### config.mk
export PLATFORM = sky130hd
export DESIGN_NAME = prog_loader
export DESIGN_NICKNAME = d
export VERILOG_FILES = /design/src/rtl/prog_loader.sv
export SDC_FILE = /design/constraint.sdc
export NUM_CORES = 1
export LEC_CHECK = 0
export ABC_AREA = 1
export BUFFER_PORTS_ARGS = -buffer_cell sky130_fd_sc_hd__buf_2
export CAP_MARGIN = 20
export CORE_MARGIN = 2
export CORE_UTILIZATION = 52
export CTS_BUF_LIST = sky130_fd_sc_hd__clkbuf_16
export CTS_CLUSTER_DIAMETER = 120
export DETAILED_ROUTE_END_ITERATION = 6
export PLACE_DENSITY = 0.83
export SYNTH_ARGS = -nofsm -noshare
export SYNTH_HDL_FRONTEND = slang
export SYNTH_SLANG_ARGS = --single-unit
### constraint.sdc
create_clock -name clk -period 1.7 [get_ports clk]
set_input_delay 0.255 -clock clk [delete_from_list [all_inputs] [get_ports clk]]
set_output_delay 0.255 -clock clk [all_outputs]
set_load 0.02 [all_outputs]
### src/rtl/prog_loader.sv
// prog_loader: writer side of the cpu instruction/data RAM.
//   Accepts a byte stream framed as LEN_HI, LEN_LO (big-endian 16b word count N),
//   4*N payload bytes (each word MSB first) and one XOR checksum byte over the payload.
//   Words are written to RAM from BASE_ADDR upward; cpu_hold stays high until the
//   image is loaded and its checksum matches.
// Ports:
//   clk, rst_n            clock, asynchronous active-low reset
//   start                 1-cycle pulse that begins a new load (IDLE/DONE/ERR only)
//   in_data/in_valid      stream byte and its valid
//   in_ready              byte accepted when in_valid & in_ready
//   mem_we/addr/wdata     RAM write port, one strobe per assembled word
//   cpu_hold              1 = cpu must not fetch/execute
//   done / err            level flags for a good / failed load
//   words_loaded          words written in the current or last load
module prog_loader #(
    parameter int unsigned ADDR_W    = 12,
    parameter int unsigned DEPTH     = 4096,
    parameter int unsigned BASE_ADDR = 0
) (
    input  logic              clk,
    input  logic              rst_n,
    input  logic              start,
    input  logic [7:0]        in_data,
    input  logic              in_valid,
    output logic              in_ready,
    output logic              mem_we,
    output logic [ADDR_W-1:0] mem_addr,
    output logic [31:0]       mem_wdata,
    output logic              cpu_hold,
    output logic              done,
    output logic              err,
    output logic [ADDR_W:0]   words_loaded
);

    localparam int unsigned CNT_W = ADDR_W + 1;
    localparam int unsigned LEN_W = 16;

    typedef enum logic [2:0] {
        S_IDLE,
        S_LEN_HI,
        S_LEN_LO,
        S_DATA,
        S_CSUM,
        S_DONE,
        S_ERR
    } state_e;

    state_e             state_q, state_d;
    logic [LEN_W-1:0]   len_q, len_d;
    logic [23:0]        word_q, word_d;      // first three bytes of the word being assembled
    logic [1:0]         idx_q, idx_d;
    logic [7:0]         acc_q, acc_d;
    logic               in_ready_q, in_ready_d;
    logic               mem_we_q, mem_we_d;
    logic [ADDR_W-1:0]  mem_addr_q, mem_addr_d;
    logic [31:0]        mem_wdata_q, mem_wdata_d;
    logic               cpu_hold_q, cpu_hold_d;
    logic               done_q, done_d;
    logic               err_q, err_d;
    logic [CNT_W-1:0]   words_q, words_d;

    logic               xfer_c;
    logic [LEN_W-1:0]   len_full_c;

    assign xfer_c     = in_valid & in_ready_q;
    assign len_full_c = {len_q[15:8], in_data};

    // State and output registers
    always_ff @(posedge clk or negedge rst_n) begin
        if (!rst_n) begin
            state_q     <= S_IDLE;
            len_q       <= '0;
            word_q      <= '0;
            idx_q       <= '0;
            acc_q       <= '0;
            in_ready_q  <= 1'b0;
            mem_we_q    <= 1'b0;
            mem_addr_q  <= '0;
            mem_wdata_q <= '0;
            cpu_hold_q  <= 1'b1;
            done_q      <= 1'b0;
            err_q       <= 1'b0;
            words_q     <= '0;
        end else begin
            state_q     <= state_d;
            len_q       <= len_d;
            word_q      <= word_d;
            idx_q       <= idx_d;
            acc_q       <= acc_d;
            in_ready_q  <= in_ready_d;
            mem_we_q    <= mem_we_d;
            mem_addr_q  <= mem_addr_d;
            mem_wdata_q <= mem_wdata_d;
            cpu_hold_q  <= cpu_hold_d;
            done_q      <= done_d;
            err_q       <= err_d;
            words_q     <= words_d;
        end
    end

    // Next-state and next-output logic
    always_comb begin
        state_d     = state_q;
        len_d       = len_q;
        word_d      = word_q;
        idx_d       = idx_q;
        acc_d       = acc_q;
        mem_we_d    = 1'b0;
        mem_addr_d  = mem_addr_q;
        mem_wdata_d = mem_wdata_q;
        cpu_hold_d  = cpu_hold_q;
        done_d      = done_q;
        err_d       = err_q;
        words_d     = words_q;

        case (state_q)
            S_IDLE, S_DONE, S_ERR: begin
                if (start) begin
                    state_d    = S_LEN_HI;
                    done_d     = 1'b0;
                    err_d      = 1'b0;
                    words_d    = '0;
                    acc_d      = '0;
                    idx_d      = '0;
                    cpu_hold_d = 1'b1;
                end
            end
            S_LEN_HI: begin
                if (xfer_c) begin
                    len_d   = {in_data, len_q[7:0]};
                    state_d = S_LEN_LO;
                end
            end
            S_LEN_LO: begin
                if (xfer_c) begin
                    len_d = len_full_c;
                    if (32'(len_full_c) > DEPTH) begin
                        state_d = S_ERR;
                        err_d   = 1'b1;
                    end else if (len_full_c == '0) begin
                        state_d = S_CSUM;
                    end else begin
                        state_d = S_DATA;
                    end
                end
            end
            S_DATA: begin
                if (xfer_c) begin
                    word_d = {word_q[15:0], in_data};
                    acc_d  = acc_q ^ in_data;
                    idx_d  = idx_q + 2'd1;
                    // Fourth byte completes a word: write it on the next cycle
                    if (idx_q == 2'd3) begin
                        mem_we_d    = 1'b1;
                        mem_wdata_d = {word_q, in_data};
                        mem_addr_d  = ADDR_W'(BASE_ADDR) + words_q[ADDR_W-1:0];
                        words_d     = words_q + CNT_W'(1);
                        if (17'(words_q) + 17'd1 == {1'b0, len_q}) begin
                            state_d = S_CSUM;
                        end
                    end
                end
            end
            S_CSUM: begin
                if (xfer_c) begin
                    if (in_data == acc_q) begin
                        state_d    = S_DONE;
                        done_d     = 1'b1;
                        cpu_hold_d = 1'b0;
                    end else begin
                        state_d = S_ERR;
                        err_d   = 1'b1;
                    end
                end
            end
            default: begin
                state_d = S_IDLE;
            end
        endcase

        in_ready_d = (state_d == S_LEN_HI) || (state_d == S_LEN_LO) ||
                     (state_d == S_DATA)   || (state_d == S_CSUM);
    end

    assign in_ready     = in_ready_q;
    assign mem_we       = mem_we_q;
    assign mem_addr     = mem_addr_q;
    assign mem_wdata    = mem_wdata_q;
    assign cpu_hold     = cpu_hold_q;
    assign done         = done_q;
    assign err          = err_q;
    assign words_loaded = words_q;

endmodule

; ---- Word-level counts from Yosys, hierarchy flattened
; Cells that the tools add are included.
[word_totals]
regBits = 115
latchBits = 0
ramBits = 0
rom_bits = 0
memories = 0
[classes]
addsub = 3
n_mul = 0
div = 0
order_cmp = 1
n_eq_ne = 21
n_shift = 0
muxes = 40
bitwise_logic = 4
reduce_logical = 17
[op_table]
columns = cell, count
row1 = 13-bit two-way mux, 3
row2 = 16-bit case mux with 2 select lines, 1
row3 = 3-bit two-way mux, 9
row4 = 13-bit case mux with 2 select lines, 1
row5 = 8-bit two-way mux, 3
row6 = 14-bit by 16-bit equality test with 1-bit output, 1
row7 = 16-bit by 13-bit > comparator with 1-bit output (second input constant), 1
row8 = 16-bit zero test, 1
row9 = 16-bit two-way mux, 1
row10 = 2-bit inequality test (second input constant), 8
row11 = 8-bit case mux with 2 select lines, 1
row12 = 3-bit case mux with 5 select lines, 1
row13 = 13-bit by 1-bit adder with 14-bit output (second input constant), 1
row14 = 13-bit by 1-bit adder with 13-bit output (second input constant), 1
row15 = 1-bit two-way mux, 13
row16 = 3-bit by 2-bit equality test with 1-bit output (second input constant), 4
row17 = 3-bit equality test (second input constant), 4
row18 = 3-bit AND reduction, 4
row19 = 8-bit equality test, 1
row20 = 4-bit AND reduction, 2
row21 = 8-bit XOR, 1
row22 = 3-bit by 1-bit equality test with 1-bit output (second input constant), 2
row23 = 2-bit two-way mux, 3
row24 = 6-bit AND reduction, 1
row25 = other kinds (13), 18

; ---- Longest topological paths before layout
[logic_depth]
ltp_word = 10
mapped_depth = 17
mapped_depth_nobuf = 17

; ---- Worst setup path after synthesis
; OpenSTA, ideal clock, no wires.
[synth_path]
kind = reg2reg
from = register words_q[1], in the netlist words_loaded[1]
to = register in_ready_q, in the netlist in_ready
setup_ps = 117
t_arrival_ps = 1847
slack_ps = -264
stages_incl_launch_ff = 15
cell_sequence = dfrtp_1 -> ha_1 -> nand2_4 -> nor2_8 -> nand4_1 -> nand2_1 -> nand2_1 -> nand2_1 -> nand2_1 -> nor2_2 -> nand2_1 -> nand2_2 -> nand3_2 -> nor2_1 -> nor2_1
[synth_between]
elab_chain_len = 10
elab_cells_between_ends = 13
[synth_lines]
columns = item, line
row1 = from (decl), 60  ; logic [CNT_W-1:0] words_q, words_d;
row2 = from (signal assigned), 97  ; words_q <= words_d;
row3 = 13-bit by 1-bit adder with 14-bit output (*), 158  ; if (17'(words_q) + 17'd1 == {1'b0, len_q}) begin
row4 = 14-bit by 16-bit equality test with 1-bit output (*), 158
row5 = 3-bit two-way mux (*), 158
row6 = 3-bit two-way mux (*), 153  ; if (idx_q == 2'd3) begin
row7 = 3-bit two-way mux (*), 148  ; if (xfer_c) begin
row8 = 3-bit case mux with 5 select lines (*), 116  ; case (state_q)
row9 = 3-bit by 1-bit equality test with 1-bit output / 3-bit by 2-bit equality test with 1-bit output (equally long branches), 181  ; in_ready_d = (state_d == S_LEN_HI) || (state_d == S_LEN_LO) ||
row10 = 1-bit logical OR (2 in a row), 181
row11 = 1-bit logical OR (*), 182  ; (state_d == S_DATA) || (state_d == S_CSUM);
row12 = via in_ready_d, 53  ; logic in_ready_q, in_ready_d;
row13 = to (signal assigned), 90  ; in_ready_q <= in_ready_d;
row14 = to (decl), 53
; Mark *: on every way through the listed nets, which the timed path passes. The rest lies on a longest branch.
; A chain may end at the register's enable or synchronous reset.

; ---- Worst setup path after layout
[layout_path]
from = register words_q[0], in the netlist words_loaded[0]
to = register in_ready_q, in the netlist in_ready
[layout_between]
elab_chain_len = 10
elab_cells_between_ends = 13
[layout_lines]
columns = item, line
row1 = 13-bit by 1-bit adder with 14-bit output (*), 158
row2 = 14-bit by 16-bit equality test with 1-bit output (*), 158
row3 = 3-bit two-way mux (*), 158
row4 = 3-bit two-way mux (*), 153
row5 = 3-bit two-way mux (*), 148
row6 = 3-bit case mux with 5 select lines (*), 116
row7 = via state_d[2], 48  ; state_e state_q, state_d;
row8 = 3-bit by 1-bit equality test with 1-bit output / 3-bit by 2-bit equality test with 1-bit output (equally long branches), 181
row9 = 1-bit logical OR (2 in a row), 181
row10 = 1-bit logical OR (*), 182
row11 = via in_ready_d, 53
; Marks and branches as above.

==> results.toml <==
[run_status]
outcome = "finished with violations"
violations = "design-rule violations, negative setup slack"

[cells_and_area]
final_layout_size_suffix_gt1_frac = 0.435
n_fill_cell = 497
syn_to_final_growth_pct = 53.1
postLayoutCoreUtil = 0.827
regArea_um2 = 2890
layout.nets = 833
insertedDiodeCount = 0
multi_input_area_um2 = 2650

[hold_path]
worstHoldPathType = "input pin to flop"
hold_end = "len_q[15]"
hold_path_depth = 3
min-delay-start = "in_data[7]"

[placed_design]
pre_cts_ws_ns = -0.238
place_congestion = 0.924
place_hpwl_um = 9400
port-buffer-count = 73

[critical_path]
critical_path.max_fanout = 8
slowest_stage = "dfrtp_2"
cp_top_family = "simple AND/OR/NAND/NOR gates"
critPathLaunch = "words_loaded[0]"
reg2reg_slack_ns = -0.57
cp_common_cell = "nand2_1"
crit_buf_inv = 0
cp_slowest_stage_delay_ns = 0.42
critical_path_arrival_ns = 2.62
r2r_start = "words_loaded[0]"
critPathLaunchType = "flop"
required_ns = 2.06
crit_chain = "ha_4 > nand2_4 > nor2_8 > nand4_1 > nand2_1 > nand2_1 > nand2_1 > nand2_2 > nor2_4 > nand3_2 > a21oi_4 > nor2_1 > nor2_1"
rr_worst_depth = 13
worstReg2RegEnd = "in_ready"
path_class = "flop to flop"
setup.worst_path.end_class = "flop"

[power]
power_density_nw_per_um2 = 1610
pwr-share-comb = 0.409
pwr-share-clk = 0.282
power_switching_mw = 5.22
swShare = 0.397
internal_power_mw = 7.91
vdd_drop_max_uv = 1010
p_leak_nw = 4.16
power_frac_seq = 0.310

[drt]
drt_wl_total_um = 20700
drc = 13
drt_pass1_iterations = 7
ant_nets = 0
drt_iter0_markers = 683
wire_per_inst_um = 21.4
vias = 5823
viasPerCell = 6.03

[clocking]
clk_pin_slew_ns = 0.06
cts_max_path_buffers = 2
worstSkewPairLatency_ns = 0.43
cts_tree = "yes"
htreeDepth = 4
cts-root-buf = "clkbuf_16"
cts-buffers-inserted = 17
clock-sinks = 115

[synthesis]
synth_edf_count = 0
synth-seq-cells = 115
ys_types = 38
yosysSeqAreaShare = 0.541
syn-cell-area_um2 = 5330
synth_fp_nets = 647
synthFlopType = "dfrtp_1"
synthCells = 633
avgSynthCellArea_um2 = 8.41
ys.warnings.count = 0
async_flop_share = 1.00

[sta]
setup_ws_ns = -0.566
final_max_slew_viol_count = 0
fin_hold_ws_ns = 0.116
hold_viol_final = 0
finalSetupViolCount = 73
max_slew_margin = 0.709
tightest_slew_ns = 0.433
tns_ns = -8.62
fmax_mhz = 441
period_share = 1.33
finalClockSkew_ns = 0.00718
grt_setup_unrepaired = "yes"
post-route-min-period_ns = 2.27

[grt]
grt_pass1_wl_um = 25400
overflow = 0
grt_pass1_vias = 5272
antenna_found_initial = 0
grt_max_degree = 66
track_usage = 0.291

[die]
rows = 36
coreArea_um2 = 9860
dieArea_um2 = 11100
initial_core_util = 0.540
io_pins = 74
die_w_um = 105
die_y_um = 105

[flow_run]
cap_violations = 0
## cell families (layout without fill, tap and decap cells)
group | count (synthesis) | after routing | share of synthesized area
compound gates | 110 | 110 | 0.115
xor+xnor | 8 | 8 | 0.0132
fa+ha+maj | 2 | 2 | 0.00470
buf+inv | 95 | 294 | 0.0693
flops | 115 | 115 | 0.541
simple gates | 303 | 303 | 0.257
## synth_stat cells (3+ instances only)
library cell	number	share of area
buf_2	4	0.0038
clkbuf_1	14	0.0099
dfrtp_1	114	0.54
inv_1	67	0.047
inv_2	7	0.0049
nand2_1	197	0.14
nand2_2	5	0.0059
nand3_1	32	0.030
nand3_2	5	0.0094
nand4_1	8	0.0094
nor2_1	33	0.023
nor2_2	5	0.0059
nor2_4	5	0.011
nor3_1	3	0.0028
o21ai_0	83	0.078
o22ai_1	11	0.013
o41ai_1	4	0.0066
xnor2_1	4	0.0066
xor2_1	4	0.0066
## worst max-delay path by stage
stage	slack, ns	end	cells after the start
after global routing	-0.67	in_ready	16
after global placement	-0.13	in_ready	16
after floorplan	-0.10	in_ready	16
after detailed placement	-0.24	in_ready	13
after CTS	-0.21	in_ready	15
final	-0.57	in_ready	13
## area by class of cell
type,instances,share of cell area
timing repair buffer,186,0.191
multi-input combinational,423,0.325
timing repair inverter,1,0.000614
clock inverter,15,0.0209
inverter,75,0.0357
clock buffer,17,0.0522
tap,133,0.0204
sequential,115,0.354
## state kept, by name, summed over array words and instances, names as in the netlist
name	cells
cpu_hold	1
mem_addr	12
err	1
mem_wdata	32
in_ready	1
done	1
word_q	24
words_loaded	13
acc_q	8
mem_we	1
idx_q	2
len_q	16
state_q	3
## layer usage
layer	part of all wire	global-route usage	up-vias
met5	0	0	-
met4	0.067	0.130	0
met3	0.096	0.0524	152
met2	0.49	0.496	491
met1	0.34	0.360	2762
li1	-	-	2418
## power by group through the flow
stage	Combinational, mW	Clock, mW	Sequential (mW)
after detailed placement	3.37	0	3.94
after global placement	3.24	0	3.92
after floorplan	1.94	0	4.01
after CTS	4.36	3.62	3.92
after global routing	5.68	3.82	4.10
final	5.37	3.70	4.07
## timing repair
item                                    4_1_cts  5_1_grt
endpoints found under the setup margin       38       88
gates resized for setup                      49      168
hold buffers                                  1        0
hold endpoints to repair                    115        0
buffers inserted                             21       20
cloned                                        2       10
pin swaps                                    16       20
## metrics by stage
stage | power (mW) | cell area, µm² | std cells
after floorplan | 5.95 | 5340 | 633
after global placement | 7.16 | 6320 | 881
after detailed placement | 7.31 | 6320 | 881
after CTS | 11.9 | 7290 | 936
after global routing | 13.6 | 8160 | 965
final | 13.1 | 8160 | 965
## layout by cell type, fill, tap and decap left out, types with 3 or more instances in the layout
cell and instances:
nand2_1 150, dfrtp_1 109, buf_4 80, buf_2 72, inv_1 63, o21ai_0 43, nand3_1 30, nand2_4 29
nor2_1 27, nand2_2 25, o21ai_2 25, clkbuf_16 23, o21ai_1 14, nor2_4 11, buf_12 11, buf_6 11
o22ai_2 9, inv_2 8, nand4_1 8, nand3_2 7, inv_6 7, nor2_2 5, dfrtp_2 5, xor2_1 4
clkinv_4 4, a21oi_4 3, xnor2_1 3, nor3_1 3, o41ai_2 3
## worst min-delay path, stage by stage
cell and delay [ns]:
buf_2 0.12, nand3_1 0.07, nand2_1 0.06
Power figures use the tool's default switching activity.
